==> src/rtl/hw_header_checksum_check_with_pseudoheader.sv <==
// RX-side TCP/UDP checksum verifier: ones'-complement sum over the segment plus the IPv4 pseudo header.
// Optional UDP_ZERO_CSUM_BYPASS_EN: a zero UDP checksum field forces chk_ok.
module hw_header_checksum_check_with_pseudoheader #(
    parameter int CNT_W       = 16,
    parameter int FOLD_CYCLES = 2
) (
    input  logic        pe_clk,
    input  logic        pe_rstn,
    input  logic        pe_logic_clr,
    input  logic        process_start,
    input  logic        process_data_valid,
    input  logic        process_finish,
    input  logic [7:0]  data_in,
    input  logic [31:0] src_ip,
    input  logic [31:0] des_ip,
    input  logic [7:0]  payload_type,
    input  logic [15:0] length,
    output logic [15:0] chk_sum_out,
    output logic        chk_ok,
    output logic        chk_len_err,
    output logic        chk_done
);

    // state  | meaning
    // IDLE   | waiting for process_start
    // ACCUM  | summing segment bytes as 16-bit words
    // PAD    | add the dangling high octet of an odd-length segment
    // PSEUDO | add the IPv4 pseudo header
    // FOLD   | fold carries back into the low half-word
    // DONE   | results registered and held
    typedef enum logic [2:0] {IDLE, ACCUM, PAD, PSEUDO, FOLD, DONE} state_t;

    state_t            state, state_next;
    logic [31:0]       acc;
    logic [CNT_W-1:0]  cnt;
    logic [7:0]        hi;
    logic [1:0]        fold_cnt;
    logic [31:0]       pseudo_sum;
    logic              bypass;

    assign pseudo_sum = 32'(src_ip[31:16]) + 32'(src_ip[15:0])
                      + 32'(des_ip[31:16]) + 32'(des_ip[15:0])
                      + 32'(payload_type)  + 32'(length);

    always_ff @(posedge pe_clk or negedge pe_rstn) begin
        if (!pe_rstn) state <= IDLE;
        else          state <= state_next;
    end

    always_comb begin
        state_next = state;
        if (pe_logic_clr) begin
            state_next = IDLE;
        end else if (process_start) begin
            state_next = ACCUM;
        end else begin
            case (state)
                IDLE:    state_next = IDLE;
                ACCUM:   if (process_finish) state_next = PAD;
                PAD:     state_next = PSEUDO;
                PSEUDO:  state_next = FOLD;
                FOLD:    if (fold_cnt == 2'd0) state_next = DONE;
                DONE:    state_next = DONE;
                default: state_next = IDLE;
            endcase
        end
    end

    always_ff @(posedge pe_clk or negedge pe_rstn) begin
        if (!pe_rstn) begin
            acc         <= '0;
            cnt         <= '0;
            hi          <= '0;
            fold_cnt    <= '0;
            chk_sum_out <= '0;
            chk_ok      <= 1'b0;
            chk_len_err <= 1'b0;
            chk_done    <= 1'b0;
        end else if (pe_logic_clr || process_start) begin
            acc         <= '0;
            cnt         <= '0;
            hi          <= '0;
            fold_cnt    <= '0;
            chk_sum_out <= '0;
            chk_ok      <= 1'b0;
            chk_len_err <= 1'b0;
            chk_done    <= 1'b0;
        end else begin
            case (state)
                ACCUM: begin
                    if (process_data_valid) begin
                        if (!cnt[0]) hi  <= data_in;
                        else         acc <= acc + {16'h0000, hi, data_in};
                        if (cnt != {CNT_W{1'b1}}) cnt <= cnt + CNT_W'(1);
                    end
                end
                PAD: begin
                    if (cnt[0]) acc <= acc + {16'h0000, hi, 8'h00};
                end
                PSEUDO: begin
                    acc      <= acc + pseudo_sum;
                    fold_cnt <= 2'(FOLD_CYCLES - 1);
                end
                FOLD: begin
                    acc <= {16'h0000, acc[31:16]} + {16'h0000, acc[15:0]};
                    if (fold_cnt != 2'd0) fold_cnt <= fold_cnt - 2'd1;
                end
                DONE: begin
                    chk_sum_out <= acc[15:0];
                    chk_ok      <= (acc[15:0] == 16'hFFFF) || bypass;
                    chk_len_err <= (cnt != CNT_W'(length));
                    chk_done    <= 1'b1;
                end
                default: ;
            endcase
        end
    end

`ifdef UDP_ZERO_CSUM_BYPASS_EN
    logic [15:0] udp_field;

    // Bytes 6..7 of a UDP header hold its checksum; zero means "not computed".
    always_ff @(posedge pe_clk or negedge pe_rstn) begin
        if (!pe_rstn) begin
            udp_field <= '0;
        end else if (pe_logic_clr || process_start) begin
            udp_field <= '0;
        end else if (state == ACCUM && process_data_valid) begin
            if (cnt == CNT_W'(6)) udp_field[15:8] <= data_in;
            if (cnt == CNT_W'(7)) udp_field[7:0]  <= data_in;
        end
    end

    assign bypass = (payload_type == 8'd17) && (udp_field == 16'h0000);
`else
    assign bypass = 1'b0;
`endif

endmodule
==> config.mk <==
export PLATFORM = sky130hd
export DESIGN_NAME = hw_header_checksum_check_with_pseudoheader
export DESIGN_NICKNAME = d
export VERILOG_FILES = /design/src/rtl/hw_header_checksum_check_with_pseudoheader.sv
export SDC_FILE = /design/constraint.sdc
export NUM_CORES = 1
export LEC_CHECK = 0
export ABC_AREA = 1
export CAP_MARGIN = 20
export CORE_MARGIN = 10
export CORE_UTILIZATION = 48
export CTS_CLUSTER_SIZE = 24
export DETAILED_ROUTE_END_ITERATION = 6
export PLACE_DENSITY = 0.8
export SYNTH_ARGS = -nofsm -noshare
export SYNTH_HDL_FRONTEND = slang
export SYNTH_SLANG_ARGS = --single-unit
==> constraint.sdc <==
create_clock -name pe_clk -period 4.32 [get_ports pe_clk]
set_clock_uncertainty 0.15 [all_clocks]
set_input_delay 0.648 -clock pe_clk [delete_from_list [all_inputs] [get_ports pe_clk]]
set_output_delay 0.648 -clock pe_clk [all_outputs]
set_load 0.05 [all_outputs]
Word-level counts from Yosys, hierarchy flattened:

Index checks and enable logic that the tools add are counted.

* word-level logic and storage cells: 78
* input port bits: 102
* output and inout bits: 19
* register bits: 80

* eq/ne operators: 15
* reduce and logical (&&, ||, !) cells: 14
* muxes and demuxes: 29
* add/sub/neg operators: 11

Operator list (number)
* 2-to-1 mux 32 bit: 4
* case mux 32 bit (4 select lines): 1
* 2-to-1 mux 16 bit: 6
* adder 32 x 16 -> 32 bit: 2
* adder 16 x 16 -> 17 bit: 2
* adder 32 x 21 -> 32 bit: 1
* 2-to-1 mux 8 bit: 4
* adder 20 x 16 -> 21 bit: 1
* adder 19 x 8 -> 20 bit: 1
* adder 18 x 16 -> 19 bit: 1
* adder 17 x 16 -> 18 bit: 1
* adder 16 x 1 -> 16 bit, second input constant: 1
* == test 16 bit, second input constant: 1
* inequality test 16 bit: 1
* inequality test 16 bit, second input constant: 1
* case mux 3 bit (5 select lines): 1
* 2-to-1 mux 3 bit: 4
* inequality test 3 bit, second input constant: 4
* nonzero test 2 bit: 5
* inequality test 4 bit, second input constant: 2
* == test 3 x 2 -> 1 bit, second input constant: 2
* == test 3 bit, second input constant: 2
* 2-to-1 mux 1 bit: 6
* AND reduction 3 bit: 2
* other kinds (11): 13

Depth between registers and ports, before layout:

Gate-level depths: netlist of run 1.

* depth after elaboration: 8
* mapped depth: 23
* mapped depth without buffers: 23

Least setup slack after synthesis of run 1:

No wires, ideal clock.

* kind: input to register
* start: in src_ip[4]
* end: reg acc[11]
* slack: -0.082 ns
* arrival: 4.134 ns
* stages on the path: 20
* data required time: 4.053 ns
* library setup time: 0.117 ns
* buffers on the path: 0
* path through: inv_1 > fa_1 > inv_1 > fa_1 > fa_1 > inv_1 > fa_1 > inv_1 > ha_1 > nand2_1 > nand2_1 > nand2_1 > nand3_1 > nand2_1 > nand2_1 > or2_2 > nand2_1 > nand3b_1 > nand3_1 > nand2_1

* longest elaborated chain between the ends: 8

RTL lines
* start, declared: line 14 `input logic [31:0] src_ip,`
* adder 16 x 16 -> 17 bit: line 41 `assign pseudo_sum = 32'(src_ip[31:16]) + 32'(src_ip[15:0])`
* adder 17 x 16 -> 18 bit: line 42 `+ 32'(des_ip[31:16]) + 32'(des_ip[15:0])`
* adder 18 x 16 -> 19 bit: line 42
* adder 19 x 8 -> 20 bit: line 43 `+ 32'(payload_type) + 32'(length);`
* adder 20 x 16 -> 21 bit: line 43
* adder 32 x 21 -> 32 bit: line 101 `acc <= acc + pseudo_sum;`
* case mux 32 bit (4 select lines): line 89 `case (state)`
* 2-to-1 mux 32 bit: line 79 `end else if (pe_logic_clr || process_start) begin`
* end signal, assigned: line 93 `else acc <= acc + {16'h0000, hi, data_in};`
* end signal, assigned: line 101
* end signal, assigned: line 105 `acc <= {16'h0000, acc[31:16]} + {16'h0000, acc[15:0]};`
* end, declared: line 34 `logic [31:0] acc;`

No other way between the ends.
A chain may end at the register's enable or synchronous reset.

Final worst setup path of run 1:

* start: in src_ip[12]
* end: reg acc[15]

Same word-level chain as after synthesis.

==> results of run 1 <==
[metrics by stage]
step	total power, mW	hold WS [ps]	worst slack [ps]
CTS	6.440	261.4	2.823
finish	8.513	215.6	-65.69
detailed placement	4.226	342.6	-929.4
floorplan	2.845	202.4	-1.669
global route	8.875	280.1	-194.1
global placement	4.152	342.4	-876.0
[state kept, by name, indices dropped and copies added, names as in the netlist]
signal       count
acc             32
chk_done         1
chk_len_err      1
chk_ok           1
chk_sum_out     16
cnt             16
fold_cnt         2
hi               8
state            3
[power breakdown]
group          internal, mW  switching (mW)
Clock                 0.522           0.415
Sequential            0.769          0.0451
Combinational          2.92            3.84
Total                  4.21            4.30
[layout by cell type, fill, tap and decap left out, drive strengths merged, types with 4 or more instances in the layout]
cell,count
clkdlybuf4s50,43
o21ai,77
dfrtp,80
dlygate4sd2,11
o31ai,4
nand3b,12
nand4,13
or2,9
clkbuf,35
xnor2,18
clkdlybuf4s15,5
inv,396
dlymetal6s2s,29
a21oi,86
nor2,137
nor3,20
nand2,549
o21bai,7
xor2,10
nand3,193
ha,69
buf,103
fa,73
[worst max-delay path by stage]
stage	cells past startpoint	start	slack, ps	end
floorplan	20	src_ip[6]	-2	acc[11]$_DFFE_PN0P_
global placement	22	src_ip[4]	-880	acc[11]$_DFFE_PN0P_
detailed placement	22	src_ip[6]	-930	acc[11]$_DFFE_PN0P_
CTS	22	src_ip[25]	3	acc[28]$_DFFE_PN0P_
global route	20	src_ip[12]	-190	acc[15]$_DFFE_PN0P_
finish	20	src_ip[12]	-70	acc[15]$_DFFE_PN0P_
[timing repair]
action	in CTS	in global routing
gates cloned	0	0
buffers inserted	5	12
setup endpoints to repair	28	28
resized for setup	225	314
pin swaps	107	170
hold buffers	0	0
[layout make-up]
class                           instances  area, sq um
Tap cell                              313        391.6
Multi-Input combinational cell       1293         8805
Fill cell                            1843         7801
Inverter                              393         1495
Sequential cell                        80         2002
Clock inverter                          7        108.9
Antenna cell                            3        7.507
Timing Repair Buffer                  217         1942
Clock buffer                            9        225.2
[cells by family after synthesis]
| logic type | after synthesis | share of synthesized area (%) |
|---|---|---|
| AO/OA/AOI/OAI | 185 | 8.980 |
| XOR/XNOR | 28 | 2.200 |
| adder cells (fa/ha/maj) | 142 | 20.86 |
| buffers and inverters | 425 | 14.59 |
| flip-flops | 80 | 17.96 |
| AND/OR/NAND/NOR | 938 | 35.41 |
[per-layer routing]
layer / global-route usage [%] / vias to the layer above / wire length [um]
li1: - / 5943 / -
met1: 33.68 / 6034 / 16090
met2: 47.06 / 865 / 20940
met3: 5.153 / 206 / 4853
met4: 13.72 / 0 / 2795
met5: 0 / - / 0
==> results.md, run 1 <==
* CP Capture Type: flop
* DP Area at 0.01326 sq mm
* Nets at 2238
* Die X at 172.4 um
* Top-area cell type share of the netlist area at 18.42%
* Area Growth Syn to Fin at 34.36%
* WS Path Type: input port to flop
* Leading area contributor after synthesis: nand2_1
* Top post-synthesis cells by area: nand2_1, dfrtp_1, fa_1, inv_1, nand3_1
* Post-DRT Antenna Nets at 0
* Power density cells at 568.4 mW/mm^2
* Post-synth EDFFs at 0
* Failing checks: setup timing
* Reg-to-Reg End: acc[17]$_DFFE_PN0P_
* RSZ-0062 raised after global routing: yes
* # clock sinks at 80
* Initial core utilization at 48.94%
* Largest net degree at the start of global routing at 60
* Hold Crit Class: input port to async pin
* Util after Layout at 65.75%
* Sum of buffers and inverters on the critical path at 5
* Core area at 0.02278 sq mm
* Max clock buf depth at 2
* Synth Warn # at 0
* WL final at 44.68 mm
* Commonest cells in the synthesized netlist: nand2_1, inv_1, nand3_1, nor2_1, a21oi_1
* Syn Area/Cell at 6.200 sq um
* Vias in the first global route at 12150
* P_leak at 8.076 nW
* Placed cells at 2280
* Slowest CP cell: fa_2
* Routed vias/inst at 5.636
* CP startpoint kind: input port
* Via count at 13050
* Number of I/O pins at 121
* Max_cap viols at 0
* Worst-Skew Late Latency at 370 ps
* PortBufs at 120
* Die span in y at 172.4 um
* Cell Chain, Critical Path: clkdlybuf4s50_1, inv_1, fa_1, fa_2, fa_1, inv_2, ha_4, ha_4, nand2_4, inv_4, nand2_4, nor3_4, nand2_4, nand2_4, buf_4, a21oi_1, o21ai_0, nand3b_1, nand2_1, nand2_1
* Total CTS buffers at 9
* Tightest Pin Transition at 1025 ps
* Hpwl dp at 31.86 mm
* Post-Synthesis Cell Area at 0.01115 sq mm
* R2r startpoint: acc[10]$_DFFE_PN0P_
* Register bit total from synthesis at 80
* TritonRoute pass-1 iters at 7
* WL per Instance at 19.30 um
* First-pass GRT wire length at 64.57 mm
* Initial DRC Count at 1580
* Critical Path RT at 4440 ps
* CTS tree: built
* Setup ws final at -65.69 ps
* CP arrival at 4500 ps
* Sum Neg Setup Slack at -173.5 ps
* GRT Residual Overflow at 0
* Post-synth cell types at 41
* Asr flop ratio synth at 100.0%
* Max-slew headroom at 31.39%
* Ys flop type: dfrtp_1
* CP top delay family: adder cells
* Layout cells sized above 1 at 23.16%
* Final hold vios at 0
* Clock slew at reported path FFs at 80 ps
* DRC at 0
* Gp weighted congestion at 1.063
* Total GRT Usage at 27.98%
* Cell area after layout at 0.01498 sq mm
* Maximum VDD drop at 0.5236 mV
* Reg2reg path depth at 19
* Fin cells at 2315
* Seq/Total Area, Yosys at 17.96%
* Run status: complete, but fails checks
* Core Rows at 55
* Final min period at 4386 ps
* CP dominant cell by count: nand2_4
* Mapped Nets at 2042
* Slew Limit Fails at 0
* Final Cycle Share at 101.5%
* Flop2flop setup slack at -20 ps
* DIE AREA at 0.02972 sq mm
* Fmax at 0.2280 GHz
* # setup viols final at 7
* Clock root cell: clkbuf_16
* Initial antenna violation count at 2
* CP max stage delay at 610 ps
* Cells after synthesis at 1798
* Top-count cell post-synth: nand2_1
* Max Fanout on Critical Path at 4
* # H-tree levels at 3
(Power assumes the default switching activity.)
==> run 2, diff against run 1 <==
==> constraint.sdc (replaced) <==
create_clock -name pe_clk -period 4.3 [get_ports pe_clk]
set_clock_uncertainty 0.15 [all_clocks]
set_input_delay 0.645 -clock pe_clk [delete_from_list [all_inputs] [get_ports pe_clk]]
set_output_delay 0.645 -clock pe_clk [all_outputs]
set_load 0.05 [all_outputs]
==> run 2 against run 1 <==
  * The run now ends clean
  * Sequential share of layout area is essentially flat
  * Cell area barely moved
  * Sequential power about the same
  * Clock power hardly changed
  * First-iteration DRC count decreased by 8.7%
  * Global-route usage increased by 0.80 points
  * Routed wire length shrank 2.0%
  * Critical path type unchanged
  * Highest routed layer unchanged
==> results.md, run 2 (synthesis results as in run 1) <==
* Core Rows at 55 (unchanged)
* Gp weighted congestion at 1.035 (-2.6%)
* Clock root cell: clkbuf_16
* Vias in the first global route at 12150 (+0.0082%)
* PortBufs at 120 (unchanged)
* P_leak at 8.003 nW (-0.91%)
* WL per Instance at 18.80 um (-2.6%)
* Power density cells at 548.7 mW/mm^2 (-3.5%)
* Post-DRT Antenna Nets at 0 (unchanged)
* Initial antenna violation count at 0 (-2)
* Cell area after layout at 0.01497 sq mm (about the same)
* Most frequent cells in the layout: nand2_1, inv_1, nand3_1
* Worst-Skew Late Latency at 370 ps (about the same)
* Most common cell after layout, fill and taps aside: nand2_1
* Initial core utilization at 48.94% (unchanged)
* CP startpoint kind: input port
* Core area at 0.02278 sq mm (unchanged)
* Slew Limit Fails at 0 (unchanged)
* WS Path Type: input port to flop
* Final min period at 4279 ps
* Die X at 172.4 um (unchanged)
* CP dominant cell by count: nand2_1
* Final Cycle Share at 99.50%
* Flip-flop count of the largest register after layout at 32 (unchanged)
* Run status: finished clean
* Hpwl dp at 33.33 mm (+4.6%)
* Cell Chain, Critical Path: dlygate4sd2_1, inv_2, fa_1, inv_2, fa_1, inv_2, fa_1, inv_2, ha_4, ha_4, nand2_1, nand2_1, buf_4, a21oi_4, nor2_1, nor2_1, nand2_1, nand2_1, nand3_2, nand3_2, nand3_2, nand2_1
* Nets at 2256 (+0.80%)
* Area of the multi-input gates at 0.008755 sq mm (-0.57%)
* Power, Total at 8.215 mW (-3.5%)
* Tightest Pin Transition at 1139 ps (+113.3 ps)
* Total GRT Usage at 28.78% (+0.80 points)
* RSZ-0062 raised after global routing: yes
* GRT Residual Overflow at 0 (unchanged)
* Die span in y at 172.4 um (unchanged)
* Max clock buf depth at 2 (unchanged)
* WL final at 43.80 mm (-2.0%)
* CTS tree: built
* Max-slew headroom at 23.81% (-7.6 points)
* Layout cells sized above 1 at 23.60% (+0.44 points)
* Post-CTS Hold Fix Bufs at 0 (unchanged)
* Regs by FF count: acc (32), chk_sum_out (16), cnt (16)
* Max_cap viols at 0 (unchanged)
* Slowest CP cell: fa_1
* Sum Neg Setup Slack at 0 ps (+173.5 ps)
* # clock sinks at 80 (unchanged)
* Number of I/O pins at 121 (unchanged)
* Largest Register: acc
* Fmax at 0.2337 GHz
* Hold Slack at 256.0 ps (+40.44 ps)
* Max Fanout on Critical Path at 4 (unchanged)
* # fillers at 1930 (+4.7%)
* First-pass GRT wire length at 66.29 mm (+2.7%)
* DRC at 0 (unchanged)
* CP Capture Type: flop
* DP Area at 0.01335 sq mm (+0.66%)
* Hold Crit Class: input port to async pin
* Total area of sequential cells at 0.002002 sq mm (unchanged)
* Via count at 12720 (-2.5%)
* TritonRoute pass-1 iters at 6 (-1)
* Initial DRC Count at 1443 (-8.7%)
* DIE AREA at 0.02972 sq mm (unchanged)
* Critical Path RT at 4450 ps (about the same)
* Area Growth Syn to Fin at 34.31% (about the same)
* Largest net degree at the start of global routing at 62 (+3.3%)
* Util after Layout at 65.73% (about the same)
* Routed vias/inst at 5.460 (-3.1%)
* # setup viols final at 0 (-7)
* Ant diodes at 0 (-3)
* Total CTS buffers at 9 (unchanged)
* Final hold vios at 0 (unchanged)
* CP arrival at 4430 ps (-70 ps)
* Maximum VDD drop at 0.4741 mV (-9.5%)
* Clock slew at reported path FFs at 70 ps (about the same)
* CP max stage delay at 570 ps (-40 ps)
* # H-tree levels at 3 (unchanged)
run 2: what timing repair did:
action	CTS	global route
endpoints found under the setup margin	29	28
setup buffers	12	11
gates cloned	0	0
pin swaps	112	167
gates resized for setup	240	284
run 2: routing by layer:
metal	vias to the layer above	GRT usage, %	share of wire, %
met4	0	10.91	5.3
met5	-	0	0
met3	156	5.472	9.5
met1	5910	35.25	38
li1	5974	-	-
met2	682	48.98	47
run 2: critical path: cells and delay by family:
| kind | cells | cell delay [ps] |
|---|---|---|
| adders and majority gates | 5 | 2080 |
| AOI/OAI and AO/OA | 1 | 240 |
| buffers and inverters | 6 | 540 |
| and+or+nand+nor | 10 | 900 |
run 2: power by group:
part | internal (mW) | switching (mW) | total [mW] | leakage (nW)
Combinational | 2.91 | 3.56 | 6.46 | 6.73
Sequential | 0.773 | 0.0442 | 0.817 | 1.11
Clock | 0.523 | 0.410 | 0.934 | 0.163
run 2: stage by stage:
stage / std cells / worst slack (ps)
after floorplan: 1798 / 0.7589
after global placement: 2291 / -909.4
after detailed placement: 2291 / -942.0
after CTS: 2319 / -17.82
after global routing: 2330 / -144.1
final: 2330 / 21.34
run 2: path summary, 6_finish.rpt:
path | start | to | slack, ps | cells past startpoint
hold / removal | pe_rstn | acc[25]$_DFFE_PN0P_ | 260 | 1
min in group pe_clk | chk_sum_out[13]$_DFFE_PN0P_ | chk_sum_out[13]$_DFFE_PN0P_ | 360 | 2
max in group asynchronous | pe_rstn | state[2]$_DFFE_PN0P_ | 2800 | 2
setup / recovery | des_ip[26] | acc[17]$_DFFE_PN0P_ | 20 | 22
hold reg to reg | chk_sum_out[13]$_DFFE_PN0P_ | chk_sum_out[13]$_DFFE_PN0P_ | 360 | 2
setup reg to reg | acc[10]$_DFFE_PN0P_ | acc[17]$_DFFE_PN0P_ | 20 | 21
run 2: layout make-up:
type	count	share of cell area [%]
Multi-Input combinational cell	1293	58.47
Timing Repair Buffer	235	13.40
Sequential cell	80	13.37
Inverter	393	9.920
Tap cell	313	2.616
Clock buffer	9	1.504
Clock inverter	7	0.7103
